<file path="config.mk">
export PLATFORM = sky130hd
export DESIGN_NAME = bus_reader
export DESIGN_NICKNAME = d
export VERILOG_FILES = /design/src/rtl/bus_reader_pkg.sv /design/src/rtl/bus_reader_sync_ff.sv /design/src/rtl/bus_reader.sv
export SDC_FILE = /design/constraint.sdc
export NUM_CORES = 1
export LEC_CHECK = 0
export ABC_AREA = 1
export BUFFER_PORTS_ARGS = -buffer_cell sky130_fd_sc_hd__buf_4
export CAP_MARGIN = 20
export CORE_ASPECT_RATIO = 0.8
export CORE_UTILIZATION = 40
export CTS_CLUSTER_DIAMETER = 50
export CTS_CLUSTER_SIZE = 28
export DETAILED_ROUTE_END_ITERATION = 8
export PLACE_DENSITY = 0.62
export SLEW_MARGIN = 10
export SYNTH_ARGS = -nofsm -noshare
export SYNTH_HDL_FRONTEND = slang
export SYNTH_SLANG_ARGS = --single-unit
</file>
<file path="constraint.sdc">
create_clock -name CLK -period 1.3 [get_ports CLK]
set_input_delay 0.195 -clock CLK [delete_from_list [all_inputs] [get_ports CLK]]
set_output_delay 0.195 -clock CLK [all_outputs]
set_load 0.05 [all_outputs]
</file>
<file path="src/rtl/bus_reader_pkg.sv">
// -----------------------------------------------------------------------------
// bus_reader_pkg
// Shared definitions for the single-wire tristate bus reader: the scan FSM
// state encoding, the vote length and the 3-input majority function used to
// reject single-cycle glitches on the bus.
// -----------------------------------------------------------------------------
package bus_reader_pkg;

  typedef enum logic [2:0] {
    ST_IDLE   = 3'd0,
    ST_GAP    = 3'd1,
    ST_SETTLE = 3'd2,
    ST_SAMPLE = 3'd3,
    ST_DONE   = 3'd4
  } state_t;

  // Number of synchronised samples voted per source.
  localparam int unsigned VOTE_LEN = 3;

  // Two equal samples out of three decide the result.
  function automatic logic majority3(input logic [2:0] v);
    return (v[0] & v[1]) | (v[0] & v[2]) | (v[1] & v[2]);
  endfunction

endpackage

</file>
<file path="src/rtl/bus_reader_sync_ff.sv">
// -----------------------------------------------------------------------------
// sync_ff
// N-stage flip-flop synchroniser for a single asynchronous input bit.
// Reused for other pin inputs at the top level.
// Ports:
//   i_clk  in  1  destination clock
//   i_rst  in  1  asynchronous active-high reset, clears every stage
//   i_d    in  1  asynchronous input
//   o_q    out 1  input synchronised to i_clk (SYNC_STAGES cycles of latency)
// -----------------------------------------------------------------------------
module sync_ff #(
  parameter int SYNC_STAGES = 2
) (
  input  logic i_clk,
  input  logic i_rst,
  input  logic i_d,
  output logic o_q
);

  logic [SYNC_STAGES-1:0] r_pipe;

  always_ff @(posedge i_clk or posedge i_rst) begin
    if (i_rst) begin
      r_pipe <= '0;
    end else begin
      r_pipe <= {r_pipe[SYNC_STAGES-2:0], i_d};
    end
  end

  assign o_q = r_pipe[SYNC_STAGES-1];

endmodule

</file>
<file path="src/rtl/bus_reader.sv">
// -----------------------------------------------------------------------------
// bus_reader
// Owns the one-hot enables of N_SRC tristate drivers sharing one bus wire and
// scans them in order. For each source it enables the driver, waits for the
// bus and the synchroniser to settle, majority-votes three synchronised
// samples and stores the result in bus_val[idx]. A one-cycle valid pulse
// marks a completed scan.
// Ports:
//   CLK       in   1      system clock, all state on rising edge
//   RST       in   1      asynchronous active-high reset
//   start     in   1      request one full scan, only honoured in IDLE
//   data_bus  in   1      shared bus wire, asynchronous to CLK
//   sel       out  N_SRC  registered one-hot driver enable, 0 = bus released
//   bus_val   out  N_SRC  voted value per source from the last scan
//   valid     out  1      one-cycle pulse in the DONE cycle
//   busy      out  1      high while a scan is in progress (through DONE)
// -----------------------------------------------------------------------------
module bus_reader
  import bus_reader_pkg::*;
#(
  parameter int N_SRC         = 2,
  parameter int SETTLE_CYCLES = 4,
  parameter int SYNC_STAGES   = 2
) (
  input  logic             CLK,
  input  logic             RST,
  input  logic             start,
  input  logic             data_bus,
  output logic [N_SRC-1:0] sel,
  output logic [N_SRC-1:0] bus_val,
  output logic             valid,
  output logic             busy
);

  // The settle window also covers the synchroniser fill so that the first
  // voted sample already reflects the enabled driver.
  localparam int SETTLE_LEN = SETTLE_CYCLES + SYNC_STAGES;
  localparam int CNT_RANGE  = (SETTLE_LEN > VOTE_LEN) ? SETTLE_LEN : VOTE_LEN;
  localparam int CNT_W      = (CNT_RANGE > 1) ? $clog2(CNT_RANGE) : 1;
  localparam int IDX_W      = (N_SRC > 1) ? $clog2(N_SRC) : 1;

  localparam logic [CNT_W-1:0] SETTLE_LAST = CNT_W'(SETTLE_LEN - 1);
  localparam logic [CNT_W-1:0] SAMPLE_LAST = CNT_W'(VOTE_LEN - 1);
  localparam logic [IDX_W-1:0] IDX_LAST    = IDX_W'(N_SRC - 1);
  localparam logic [N_SRC-1:0] SEL_ONE     = N_SRC'(1);

  state_t           r_state, w_state_nxt;
  logic [IDX_W-1:0] r_idx,   w_idx_nxt;
  logic [CNT_W-1:0] r_cnt,   w_cnt_nxt;
  logic [2:0]       r_vote,  w_vote_nxt;
  logic [N_SRC-1:0] r_bus_val, w_bus_val_nxt;
  logic [N_SRC-1:0] r_sel,   w_sel_nxt;
  logic             r_valid, w_valid_nxt;
  logic             r_busy,  w_busy_nxt;
  logic             w_sync;

  sync_ff #(
    .SYNC_STAGES (SYNC_STAGES)
  ) u_sync (
    .i_clk (CLK),
    .i_rst (RST),
    .i_d   (data_bus),
    .o_q   (w_sync)
  );

  always_ff @(posedge CLK or posedge RST) begin
    if (RST) begin
      r_state   <= ST_IDLE;
      r_idx     <= '0;
      r_cnt     <= '0;
      r_vote    <= '0;
      r_bus_val <= '0;
      r_sel     <= '0;
      r_valid   <= 1'b0;
      r_busy    <= 1'b0;
    end else begin
      r_state   <= w_state_nxt;
      r_idx     <= w_idx_nxt;
      r_cnt     <= w_cnt_nxt;
      r_vote    <= w_vote_nxt;
      r_bus_val <= w_bus_val_nxt;
      r_sel     <= w_sel_nxt;
      r_valid   <= w_valid_nxt;
      r_busy    <= w_busy_nxt;
    end
  end

  always_comb begin
    w_state_nxt   = r_state;
    w_idx_nxt     = r_idx;
    w_cnt_nxt     = r_cnt;
    w_vote_nxt    = r_vote;
    w_bus_val_nxt = r_bus_val;

    case (r_state)
      ST_IDLE: begin
        if (start) begin
          w_state_nxt = ST_GAP;
          w_idx_nxt   = '0;
          w_cnt_nxt   = '0;
        end
      end
      ST_GAP: begin
        w_state_nxt = ST_SETTLE;
        w_cnt_nxt   = '0;
      end
      ST_SETTLE: begin
        if (r_cnt == SETTLE_LAST) begin
          w_state_nxt = ST_SAMPLE;
          w_cnt_nxt   = '0;
        end else begin
          w_cnt_nxt = r_cnt + CNT_W'(1);
        end
      end
      ST_SAMPLE: begin
        w_vote_nxt = {r_vote[1:0], w_sync};
        if (r_cnt == SAMPLE_LAST) begin
          // The third sample is voted in the same cycle it is shifted in.
          w_bus_val_nxt[r_idx] = majority3(w_vote_nxt);
          w_cnt_nxt            = '0;
          if (r_idx == IDX_LAST) begin
            w_state_nxt = ST_DONE;
          end else begin
            w_idx_nxt   = r_idx + IDX_W'(1);
            w_state_nxt = ST_GAP;
          end
        end else begin
          w_cnt_nxt = r_cnt + CNT_W'(1);
        end
      end
      ST_DONE: begin
        w_state_nxt = ST_IDLE;
      end
      default: begin
        w_state_nxt = ST_IDLE;
      end
    endcase

    // Outputs are registered from the next state so they line up with the
    // state register and never glitch toward the pad drivers. GAP and DONE
    // force sel to zero, which gives break-before-make between sources.
    w_sel_nxt   = '0;
    if ((w_state_nxt == ST_SETTLE) || (w_state_nxt == ST_SAMPLE)) begin
      w_sel_nxt = SEL_ONE << w_idx_nxt;
    end
    w_valid_nxt = (w_state_nxt == ST_DONE);
    w_busy_nxt  = (w_state_nxt != ST_IDLE);
  end

  assign sel     = r_sel;
  assign bus_val = r_bus_val;
  assign valid   = r_valid;
  assign busy    = r_busy;

endmodule

</file>
# ---- Yosys cells after proc, flatten, opt, wreduce, memory -nomap -nowiden
# Cells that the tools add are included.
# W data, S select, Z words.
dict set report op_classes {
  n_mux 17
  reduce_logical 7
  n_bitwise 5
  eq_ne 9
  n_shift 1
  order_cmp 2
  addsub 2
}
# op n
set op_table {}
lappend op_table {{$pmux W3 S4} 2}
lappend op_table {{$mux W3} 7}
lappend op_table {{$eq A3 B2 Y1 const B} 5}
lappend op_table {{$eq A3 B3 Y1 const B} 2}
lappend op_table {{$mux W1} 4}
lappend op_table {{$reduce_and A2 Y1} 2}
lappend op_table {{$reduce_bool A4 Y1} 1}
lappend op_table {{$add A3 B1 Y3 const B} 1}
lappend op_table {{$and A1 B1 Y1} 3}
lappend op_table {{$eq A3 B1 Y1 const B} 1}
lappend op_table {{$logic_not A3 Y1} 1}
lappend op_table {{$reduce_bool A3 Y1} 1}
lappend op_table {{$bwmux W2} 1}
lappend op_table {{$lt A1 B2 Y1 const B} 1}
lappend op_table {{$mux W2} 1}
lappend op_table {{$ne A2 B2 Y1 const B} 1}
lappend op_table {{$or A1 B1 Y1} 2}
lappend op_table {{$pmux W1 S2} 1}
lappend op_table {{$shl A1 B1 Y2 const A} 1}
lappend op_table {{$add A1 B1 Y1 const B} 1}
lappend op_table {{$demux W1 S1} 1}
lappend op_table {{$ge A1 B1 Y1 const B} 1}
lappend op_table {{$logic_and A1 B1 Y1} 1}
lappend op_table {{$logic_or A1 B1 Y1} 1}
dict set report totals {
  in_bits 4
  word_cells 52
  output_inout_bits 6
  reg_bits 17
}

# ---- Longest topological paths before layout
dict set report depth {
  word_depth 6
  mapped_depth 6
  mapped_depth_nobuf 6
}

# ---- Hierarchy
# Synthesis repeated with hierarchy kept, for this count alone.
dict set report unflattened {
  hier_cells 92
  hier_area_um2 770.7
}
# module n_inst cells_each seq_area_each_um2 area_each_um2
set by_module_without_submodules {}
lappend by_module_without_submodules {bus_reader 1 89 375.4 716.9}
lappend by_module_without_submodules {sync_ff 1 3 50.0 53.8}

# ---- Worst setup path after synthesis
# No wires, ideal clock.
dict set report synth_path {
  kind {reg2reg}
  from {reg r_cnt[0]}
  to {reg r_bus_val[1], in the netlist bus_val[1]}
  t_arrival_ps 896
  n_path_buf 0
  t_required_ps 1182
  synth_period_minus_slack_ps 1014
  setup_ps 118
  path_stages_with_launch 7
  setup_slack_ps 286
  path_cell_list {dfrtp_1 -> inv_2 -> nand2_1 -> nor2_2 -> nand3_1 -> nand2_1 -> nand2_1}
}
dict set report synth_between {
  elab_chain_cells 2
}
# element line_no
set synth_rtl {}
lappend synth_rtl {{from (decl)} bus_reader.sv:49} ;# logic [CNT_W-1:0] r_cnt, w_cnt_nxt;
lappend synth_rtl {{from (signal assigned)} bus_reader.sv:79} ;# r_cnt <= w_cnt_nxt;
lappend synth_rtl {{$eq A3 B2 Y1} bus_reader.sv:117} ;# if (r_cnt == SAMPLE_LAST) begin
lappend synth_rtl {{$reduce_and A2 Y1 (no source line)} -}
lappend synth_rtl {{to (signal assigned)} bus_reader.sv:81} ;# r_bus_val <= w_bus_val_nxt;
lappend synth_rtl {{to (decl)} bus_reader.sv:51} ;# logic [N_SRC-1:0] r_bus_val, w_bus_val_nxt;
# Every way passes these cells.
# A chain may end at the register's enable or synchronous reset.

# ---- Worst setup path after layout
# Ends and elaborated chain as after synthesis.

==> impl_metrics.toml <==
[status]
status = "finished, final reports clean"

[power_and_ir_drop]
static-leakage-power_nw = 0.504
power-per-cell-area_nw_per_um2 = 2430
peakVddDrop_uv = 1790

[logic_synthesis]
yosysMostFrequentCell = "sky130_fd_sc_hd__nand2_1"
synthesis.nets = 98
area_contributors_post_synth = "sky130_fd_sc_hd__dfrtp_1 54%, sky130_fd_sc_hd__nand2_1 12%, sky130_fd_sc_hd__nand3_1 9.5%"
synth.cells.most_frequent = "25 x sky130_fd_sc_hd__nand2_1, 17 x sky130_fd_sc_hd__dfrtp_1, 15 x sky130_fd_sc_hd__nand3_1"
synth_top_cell_by_area = "sky130_fd_sc_hd__dfrtp_1"
post_synth_instance_area_um2 = 791
synthArstFlopShare_pct = 100
netlist_instances = 94
yosysWarnings = 0
avg_cell_area_syn_um2 = 8.41
area_fraction_of_the_dominant_cell_type_after_synthesis_pct = 53.8
postSynth.topFlopCell = "sky130_fd_sc_hd__dfrtp_1"
synth-edff-count = 0
yosys_register_bits = 17
post_synth_num_cell_types = 16
seq_area_frac_synth_pct = 53.8

[place]
gp_routability_congestion = 0.779
pre_cts_slack_ns = 0.148
port-buffer-count = 9
detailed_place_hpwl_mm = 1.00

[clocking]
cts.path.max_buffers = 2
cts_tree = "yes"
cts_buffers = 3
clk_root_buf = "sky130_fd_sc_hd__clkbuf_4"
number_of_clock_sinks_seen_by_cts = 17
clk_latency_ns = 0.29
clkSlewWorstSetupHoldPaths_ns = 0.10
ctsResizeCount = 0
clock_tree.htree_level_count = 1

[floorplanning]
chipWidth_um = 51.7
starting_density_of_the_core_pct = 45.4
core_box_area_um2 = 1740
fp.dieArea_um2 = 2160
fp.dieH_um = 41.8
num_io_pins = 10
std_cell_rows = 13

[sta]
achievable-frequency_mhz = 868
totalNegativeSetupSlack_ns = 0
rsz0062_at_grt = "no"
timing.max_slew.rel_slack_pct = 81.9
finalHoldViolations = 0
layout_setup_ws_ns = 0.148
fin_crit_ns = 1.15
worst_slew_pin_slew_ns = 0.271
worst_clock_skew_ns = 0.00403
period_share_pct = 88.6
final_max_slew_viol_count = 0
setup_violations = 0

[setup_path]
critPathLaunchType = "flip-flop"
delay_contributed_by_the_slowest_stage_of_the_critical_path_ns = 0.45
criticalPathCategory = "flip-flop to flip-flop"
slowest_stage = "sky130_fd_sc_hd__dfrtp_1"
cp_max_fo = 6
worst-endpoint-arrival_ns = 1.34
crit_path_frequent_cell = "sky130_fd_sc_hd__nand2_1"
crit_path_cell_chain = "inv_2 -> nand2_1 -> nor2_2 -> nand3_1 -> nand2_1 -> nand2_1"
crit_path_end_kind = "flip-flop"
cp.required_ns = 1.48
ff2ff_setup_slack_ns = 0.15

[detailed_routing]
dr.max_layer_used = "met4"
avgRoutedWirePerCell_um = 10.0
drtAntennaViolNets = 0
route.final.wire_length_mm = 1.32
detail_route.drc_violations = 0
m1WireLength_um = 715
wl_met2_um = 484
detail_route.first_pass.iterations = 4
detail_route.vias_per_cell = 4.74
dr_wl_met3_um = 110
drt_first_iter_violations = 19
route.vias.total = 626

[global_routing]
global_route_overflow = 0
initial_antenna_violation_count = 0
global_route_wire_length_before_repair_mm = 2.26
grt_pass1_vias = 511
grt_max_degree = 18
grtUsageTotal_pct = 14.4

[final_layout]
drive_above_1_share_pct = 20.0
final_util_pct = 54.1
final_net_count = 115
antenna-diode-count = 0
n_fill_cell = 170
flow.area_growth_from_synthesis_pct = 19.0

[run]
maxCapViolCount = 0

[worst_hold_path]
holdCritPathClass = "input port to flip-flop"
-- critical path: cells and delay by family, from the launching register on --
kind	cells	cell delay (ns)
flops	1	0.45
buf+inv	1	0.11
simple gates	5	0.49
-- registers in the layout, summed over array words and instances, names as in the netlist --
signal	count
valid	1
r_state	3
r_vote	2
sel	2
bus_val	2
r_idx	1
busy	1
u_sync.r_pipe	2
r_cnt	3
-- layer usage --
layer / GRT usage (%) / up-vias
met2: 17.7 / 26
met3: 7.69 / 2
met1: 21.7 / 268
met4: 3.24 / 0
met5: 0 / -
li1: - / 330
-- worst paths after layout --
| kind | startpoint | end | cells past startpoint |
|---|---|---|---|
| min reg2reg | u_sync.r_pipe[0]$_DFF_PP0_ | u_sync.r_pipe[1]$_DFF_PP0_ | 0 |
| max | r_cnt[0]$_DFFE_PP0P_ | bus_val[1]$_DFFE_PP0P_ | 6 |
| max reg2reg | r_cnt[0]$_DFFE_PP0P_ | bus_val[1]$_DFFE_PP0P_ | 6 |
| max in group asynchronous | RST | r_state[2]$_DFF_PP0_ | 4 |
| min | start | busy$_DFF_PP0_ | 3 |
| min in group asynchronous | RST | r_vote[1]$_DFFE_PP0N_ | 4 |
-- through the flow --
stage / cell area (um^2) / instances / hold WS [ns] / total power [mW]
after global placement: 893 / 126 / 0.224 / 2.02
after global routing: 941 / 132 / 0.227 / 2.48
final: 941 / 132 / 0.203 / 2.29
after detailed placement: 893 / 126 / 0.229 / 2.02
after CTS: 941 / 132 / 0.198 / 2.31
after floorplan: 791 / 94 / 0.121 / 1.76
-- power breakdown --
| part | total [mW] | switching, mW | internal (mW) |
|---|---|---|---|
| Combinational | 1.12 | 0.760 | 0.365 |
| Sequential | 0.888 | 0.167 | 0.721 |
| Clock | 0.275 | 0.160 | 0.114 |
| Total | 2.29 | 1.09 | 1.20 |
-- cell usage in the layout, fill, tap and decap left out --
master,count
sky130_fd_sc_hd__nor2_2,1
sky130_fd_sc_hd__nand2_1,25
sky130_fd_sc_hd__inv_4,1
sky130_fd_sc_hd__nand4_1,4
sky130_fd_sc_hd__o21bai_1,1
sky130_fd_sc_hd__nand3_2,1
sky130_fd_sc_hd__buf_4,10
sky130_fd_sc_hd__inv_1,14
sky130_fd_sc_hd__nand2_2,1
sky130_fd_sc_hd__inv_2,2
sky130_fd_sc_hd__a21oi_1,2
sky130_fd_sc_hd__nor2_4,1
sky130_fd_sc_hd__nand3_1,15
sky130_fd_sc_hd__clkinv_2,1
sky130_fd_sc_hd__clkbuf_4,3
sky130_fd_sc_hd__dlygate4sd3_1,2
sky130_fd_sc_hd__nor2_1,5
sky130_fd_sc_hd__nor2_8,1
sky130_fd_sc_hd__dfrtp_1,17
sky130_fd_sc_hd__o21ai_0,3
-- area by class of cell --
type	count	area [um^2]	share of cell area (%)
clock buffer	3	22.5	2.39
inverter	17	66.3	7.05
sequential	17	425	45.2
clock inverter	1	5.00	0.532
tap	22	27.5	2.93
multi-input combinational	60	299	31.8
timing repair buffer	12	95.1	10.1
-- logic make-up (layout without fill, tap and decap cells) --
family,count (synthesis),in the layout,synth area share [%]
simple gates,54,54,33.7
buf+inv,17,33,8.39
compound gates,6,6,4.11
flops,17,17,53.8
-- repair_timing --
action | CTS | global route
endpoints found under the hold margin | 18 | 0
buffers inserted | 0 | 0
hold buffers | 2 | 0
No activity file was read; power rests on OpenSTA's default activity.
